[config.mk]
export PLATFORM = sky130hd
export DESIGN_NAME = fetch_unit
export DESIGN_NICKNAME = d
export VERILOG_FILES = /design/src/rtl/fetch_unit.sv
export SDC_FILE = /design/constraint.sdc
export NUM_CORES = 1
export LEC_CHECK = 0
export CORE_MARGIN = 10
export CORE_UTILIZATION = 30
export CTS_CLUSTER_SIZE = 14
export DETAILED_ROUTE_END_ITERATION = 10
export SETUP_SLACK_MARGIN = 0.5
export SLEW_MARGIN = 10
export SYNTH_ARGS = -nofsm -noshare
export SYNTH_HDL_FRONTEND = slang
export SYNTH_SLANG_ARGS = --single-unit
export TNS_END_PERCENT = 1
[constraint.sdc]
create_clock -name clk -period 1.4 [get_ports clk]
set_input_delay 0.28 -clock clk [delete_from_list [all_inputs] [get_ports clk]]
set_output_delay 0.28 -clock clk [all_outputs]
set_load 0.1 [all_outputs]
[src/rtl/fetch_unit.sv]
`default_nettype none
// ============================================================================
//  Module      : fetch_unit
//  Description : Instruction fetch/decode sequencer for the Basic Computer.
//                Holds PC, AR and IR. Fetches one instruction word, resolves
//                indirect memory-reference addressing, then presents the
//                decoded instruction to the execute stage until it retires
//                with ex_done.
//
//  Ports
//    clk          in   1       system clock, all state changes on posedge
//    rst          in   1       synchronous active-high reset
//    mem_rdata    in   DATA_W  memory read data (combinational from mem_adr)
//    mem_read     out  1       memory read strobe (T1 and T3 only)
//    mem_adr      out  ADR_W   memory address, always equal to AR
//    ex_done      in   1       execute stage retired the current instruction
//    pc_load      in   1       with ex_done: PC <= pc_value
//    pc_value     in   ADR_W   branch target / skip value
//    halt         in   1       with ex_done: stop fetching
//    pc, ar, ir   out          architectural registers
//    i_bit        out  1       IR[15] latched at decode
//    opcode       out  3       IR[14:12] latched at decode
//    is_mem_ref   out  1       opcode != 3'b111
//    is_reg_ref   out  1       opcode == 3'b111, i_bit == 0
//    is_io        out  1       opcode == 3'b111, i_bit == 1
//    instr_valid  out  1       decoded instruction presented to execute
//    halted       out  1       sequencer stopped (only rst exits)
//
//  Revision    : 1.0  initial release
// ============================================================================
module fetch_unit #(
    parameter int              ADR_W    = 12,
    parameter int              DATA_W   = 16,
    parameter logic [ADR_W-1:0] RESET_PC = 12'h001
) (
    input  logic              clk,
    input  logic              rst,
    input  logic [DATA_W-1:0] mem_rdata,
    output logic              mem_read,
    output logic [ADR_W-1:0]  mem_adr,
    input  logic              ex_done,
    input  logic              pc_load,
    input  logic [ADR_W-1:0]  pc_value,
    input  logic              halt,
    output logic [ADR_W-1:0]  pc,
    output logic [ADR_W-1:0]  ar,
    output logic [DATA_W-1:0] ir,
    output logic              i_bit,
    output logic [2:0]        opcode,
    output logic              is_mem_ref,
    output logic              is_reg_ref,
    output logic              is_io,
    output logic              instr_valid,
    output logic              halted
);

    typedef enum logic [2:0] {
        S_T0    = 3'd0,
        S_T1    = 3'd1,
        S_T2    = 3'd2,
        S_T3    = 3'd3,
        S_ISSUE = 3'd4,
        S_HALT  = 3'd5
    } state_t;

    localparam logic [2:0] c_OPC_NONMEM = 3'b111;

    state_t            r_state;
    logic [ADR_W-1:0]  r_pc;
    logic [ADR_W-1:0]  r_ar;
    logic [DATA_W-1:0] r_ir;
    logic              r_i_bit;
    logic [2:0]        r_opcode;
    logic              r_is_mem_ref;
    logic              r_is_reg_ref;
    logic              r_is_io;
    logic              r_instr_valid;
    logic              r_halted;
    logic              r_mem_read;

    // Decode fields taken straight from IR while in T2
    logic [2:0]        w_ir_opcode;
    logic              w_ir_ibit;
    logic              w_ir_nonmem;
    logic              w_ir_indirect;
    logic [ADR_W-1:0]  w_pc_inc;

    assign w_ir_opcode   = r_ir[DATA_W-2:DATA_W-4];
    assign w_ir_ibit     = r_ir[DATA_W-1];
    assign w_ir_nonmem   = (w_ir_opcode == c_OPC_NONMEM);
    // Only memory-reference instructions dereference through memory; for
    // opcode 7 the I bit selects register vs I/O class instead.
    assign w_ir_indirect = w_ir_ibit && !w_ir_nonmem;
    assign w_pc_inc      = r_pc + ADR_W'(1);

    // Single sequencer. Status outputs are registered and set from the
    // state being entered, so they line up exactly with r_state.
    always_ff @(posedge clk) begin
        if (rst) begin
            r_state       <= S_T0;
            r_pc          <= RESET_PC;
            r_ar          <= '0;
            r_ir          <= '0;
            r_i_bit       <= 1'b0;
            r_opcode      <= 3'd0;
            r_is_mem_ref  <= 1'b0;
            r_is_reg_ref  <= 1'b0;
            r_is_io       <= 1'b0;
            r_instr_valid <= 1'b0;
            r_halted      <= 1'b0;
            r_mem_read    <= 1'b0;
        end else begin
            case (r_state)
                S_T0: begin
                    r_ar       <= r_pc;
                    r_mem_read <= 1'b1;
                    r_state    <= S_T1;
                end
                S_T1: begin
                    r_ir       <= mem_rdata;
                    r_pc       <= w_pc_inc;
                    r_mem_read <= 1'b0;
                    r_state    <= S_T2;
                end
                S_T2: begin
                    r_opcode     <= w_ir_opcode;
                    r_i_bit      <= w_ir_ibit;
                    r_ar         <= r_ir[ADR_W-1:0];
                    r_is_mem_ref <= !w_ir_nonmem;
                    r_is_reg_ref <= w_ir_nonmem && !w_ir_ibit;
                    r_is_io      <= w_ir_nonmem && w_ir_ibit;
                    if (w_ir_indirect) begin
                        r_mem_read <= 1'b1;
                        r_state    <= S_T3;
                    end else begin
                        r_instr_valid <= 1'b1;
                        r_state       <= S_ISSUE;
                    end
                end
                S_T3: begin
                    // Pointer word: only the low ADR_W bits form the address
                    r_ar          <= mem_rdata[ADR_W-1:0];
                    r_mem_read    <= 1'b0;
                    r_instr_valid <= 1'b1;
                    r_state       <= S_ISSUE;
                end
                S_ISSUE: begin
                    if (ex_done) begin
                        if (pc_load) begin
                            r_pc <= pc_value;
                        end
                        r_instr_valid <= 1'b0;
                        if (halt) begin
                            r_halted <= 1'b1;
                            r_state  <= S_HALT;
                        end else begin
                            r_state  <= S_T0;
                        end
                    end
                end
                S_HALT: begin
                    r_state <= S_HALT;
                end
                default: begin
                    r_state       <= S_T0;
                    r_instr_valid <= 1'b0;
                    r_mem_read    <= 1'b0;
                    r_halted      <= 1'b0;
                end
            endcase
        end
    end

    assign mem_read    = r_mem_read;
    assign mem_adr     = r_ar;
    assign pc          = r_pc;
    assign ar          = r_ar;
    assign ir          = r_ir;
    assign i_bit       = r_i_bit;
    assign opcode      = r_opcode;
    assign is_mem_ref  = r_is_mem_ref;
    assign is_reg_ref  = r_is_reg_ref;
    assign is_io       = r_is_io;
    assign instr_valid = r_instr_valid;
    assign halted      = r_halted;

endmodule
`default_nettype wire

==> flow_summary.json <==
{
  "outcome": "finished, violations left",
  "violations": "setup timing",
  "grt_pass1_vias": 2724,
  "wl_per_cell_um": 17.7,
  "post-dp-hpwl_um": 7010,
  "finalWeightedCongestion": 0.839,
  "place_inst": 522,
  "drive_above_1_share": 0.456,
  "synth_seq_cells": 53,
  "grt_use_total": 0.134,
  "die_w_um": 114,
  "io_buffer_count": 94,
  "peakVddDrop_v": 0.000684,
  "coreArea_um2": 8680,
  "synth.most_common_cell": "nand2_1",
  "start_kind": "register",
  "grt_pass1_wl_um": 14300,
  "fill_cells": 775,
  "dieArea_um2": 13100,
  "syn_avg_cell_area_um2": 8.09,
  "async_flop_share": 0,
  "min_period_over_period": 1.05,
  "slew_headroom": 0.735,
  "synth_area_leaders": "dfxtp_1 40%, nand2_1 7.6%, a21oi_1 5.6%, buf_4 4.2%, nor2_1 4.1%",
  "cts_tree": "yes",
  "leakage_nw": 1.76,
  "antenna_left": 0,
  "initialDrtViolationCount": 163,
  "power_mw": 6.83,
  "synth_ff_type": "dfxtp_1",
  "cts_max_path_buffers": 2,
  "drv_cap": 0,
  "clk_latency_ps": 310,
  "min_path_type": "primary input to register",
  "finalCriticalPeriod_ps": 1470,
  "antenna_found_initial": 0,
  "boundaryPins": 95,
  "yosysSeqAreaShare": 0.398,
  "maxSlewViolCount": 0,
  "critical_path_class": "register to register",
  "syn2layout_area_growth_pct": 82.7,
  "ys_warn_count": 0,
  "clock-skew-final_ps": 8.25,
  "setup_viol": 9,
  "vias_per_cell": 5.30,
  "clk_pin_slew_ps": 100,
  "rsz0062_at_grt": "yes",
  "drc": 0,
  "fin_area_um2": 4880,
  "fin_util": 0.562,
  "cts.sinks": 53,
  "wl_um": 9480,
  "h-tree-depth": 2,
  "cts_buffers": 5,
  "die_height_um": 114,
  "critPathMaxFanout": 7,
  "synth_top_cell_by_area": "dfxtp_1",
  "cp_data_required_time_ps": 1600,
  "yosysTopAreaCellShare": 0.398,
  "via_count": 2839,
  "fin_cells": 536,
  "yosys-top-cells-count": "54 x nand2_1, 53 x dfxtp_1, 30 x a21oi_1",
  "cp.arrival_ps": 1670,
  "max_slew.worst_pin.slew_ps": 398,
  "synth_edf_count": 0,
  "fmax_mhz": 681,
  "end_kind": "register",
  "rows": 34,
  "fin_ws_ps": -67.4,
  "fin_nets": 461,
  "synthCells": 330,
  "placed_area_um2": 4480,
  "diodes": 0,
  "synth_fp_nets": 364,
  "first_pass_iters": 4,
  "grt_max_degree": 25,
  "root_buffer": "clkbuf_8",
  "powerDensity_nw_per_um2": 1400,
  "overflow": 0,
  "hold_violations": 0,
  "netlist_area_um2": 2670,
  "yosysUniqueCellTypes": 45,
  "start_util": 0.308,
  "whs_ps": 381
}
[final cells by class]
type | instances | area, µm² | share of cell area
Clock inverter | 3 | 21.3 | 0.00436
Sequential cell | 53 | 1210 | 0.249
Tap cell | 108 | 135 | 0.0277
Inverter | 6 | 22.5 | 0.00462
Multi-Input combinational cell | 235 | 1520 | 0.311
Clock buffer | 5 | 68.8 | 0.0141
Timing Repair Buffer | 126 | 1900 | 0.389
[timing repair]
action                                  4_1_cts  5_1_grt
gates resized for setup                      50       21
cloned                                        0        3
pin swaps                                    10       22
endpoints found under the setup margin      115      115
hold buffers                                  0        0
buffers inserted                              0        3
[worst max-delay path, stage by stage (launching register included)]
cell and delay (ps):
dfxtp_4 380, buf_6 130, nor3b_4 220, buf_4 160, buf_12 110, a21oi_1 60
a221o_1 290
[cells in the final DEF, fill, tap and decap left out, types with 3 or more instances in the layout]
| master | n |
|---|---|
| dfxtp_2 | 19 |
| mux2_1 | 4 |
| buf_12 | 64 |
| o21ai_0 | 4 |
| mux2_2 | 5 |
| clkdlybuf4s50_1 | 31 |
| nand2_2 | 3 |
| nor2_4 | 3 |
| a32oi_1 | 3 |
| nand3_1 | 5 |
| nor2_1 | 25 |
| inv_1 | 5 |
| clkbuf_8 | 5 |
| o21a_1 | 5 |
| nor3_2 | 4 |
| a22oi_1 | 3 |
| nand2_1 | 52 |
| o22ai_1 | 12 |
| a21oi_1 | 30 |
| and2_1 | 6 |
| buf_4 | 19 |
| or3b_4 | 3 |
| buf_6 | 7 |
| a211oi_1 | 13 |
| dfxtp_4 | 34 |
| o21ai_1 | 13 |
| nand2b_1 | 3 |
| nor3_1 | 5 |
[through the flow]
stage / setup slack (ps) / setup TNS, ps
floorplan: -31.0 / -90.1
global placement: -272 / -4400
detailed placement: -341 / -5230
CTS: -7.36 / -7.36
global route: -105 / -1220
finish: -67.4 / -307
[registers in the layout, summed over array words and instances (netlist names)]
name         cells
opcode           3
i_bit            1
ir              16
halted           1
r_state          3
mem_read         1
pc              12
is_mem_ref       1
ar              12
is_reg_ref       1
instr_valid      1
is_io            1
[where the power goes]
part | internal (mW) | switching [mW] | total [mW]
Sequential | 1.73 | 0.318 | 2.05
Clock | 0.356 | 0.528 | 0.885
Combinational | 1.48 | 2.42 | 3.90
[worst paths after layout]
kind	endpoint	slack (ps)	depth (start not counted)	from
min reg2reg	ir[5]	490	2	ir[5]
max reg2reg	pc[0]	-70	6	r_state[1]
min	is_io	380	2	rst
max	pc[0]	-70	6	r_state[1]
[layer usage]
metal  GRT usage  part of all wire  vias to the layer above
met5           0                 0                        -
li1            -                 -                     1353
met3      0.0325             0.062                       11
met2       0.234              0.51                      102
met1       0.158              0.41                     1373
met4      0.0376             0.014                        0
[logic make-up (layout without fill, tap and decap cells)]
family                     count (synthesis)  in the layout  share of synthesized area
and+or+nand+nor                          126            127                      0.225
muxes                                     10             10                     0.0417
buffers and inverters                     43            140                     0.0956
xor gates and xnor gates                   1              1                    0.00328
AOI/OAI and AO/OA                         96             96                      0.233
DFF                                       53             53                      0.398
adders and majority gates                  1              1                    0.00469
Note: power is estimated with default switching activity, not from simulation.
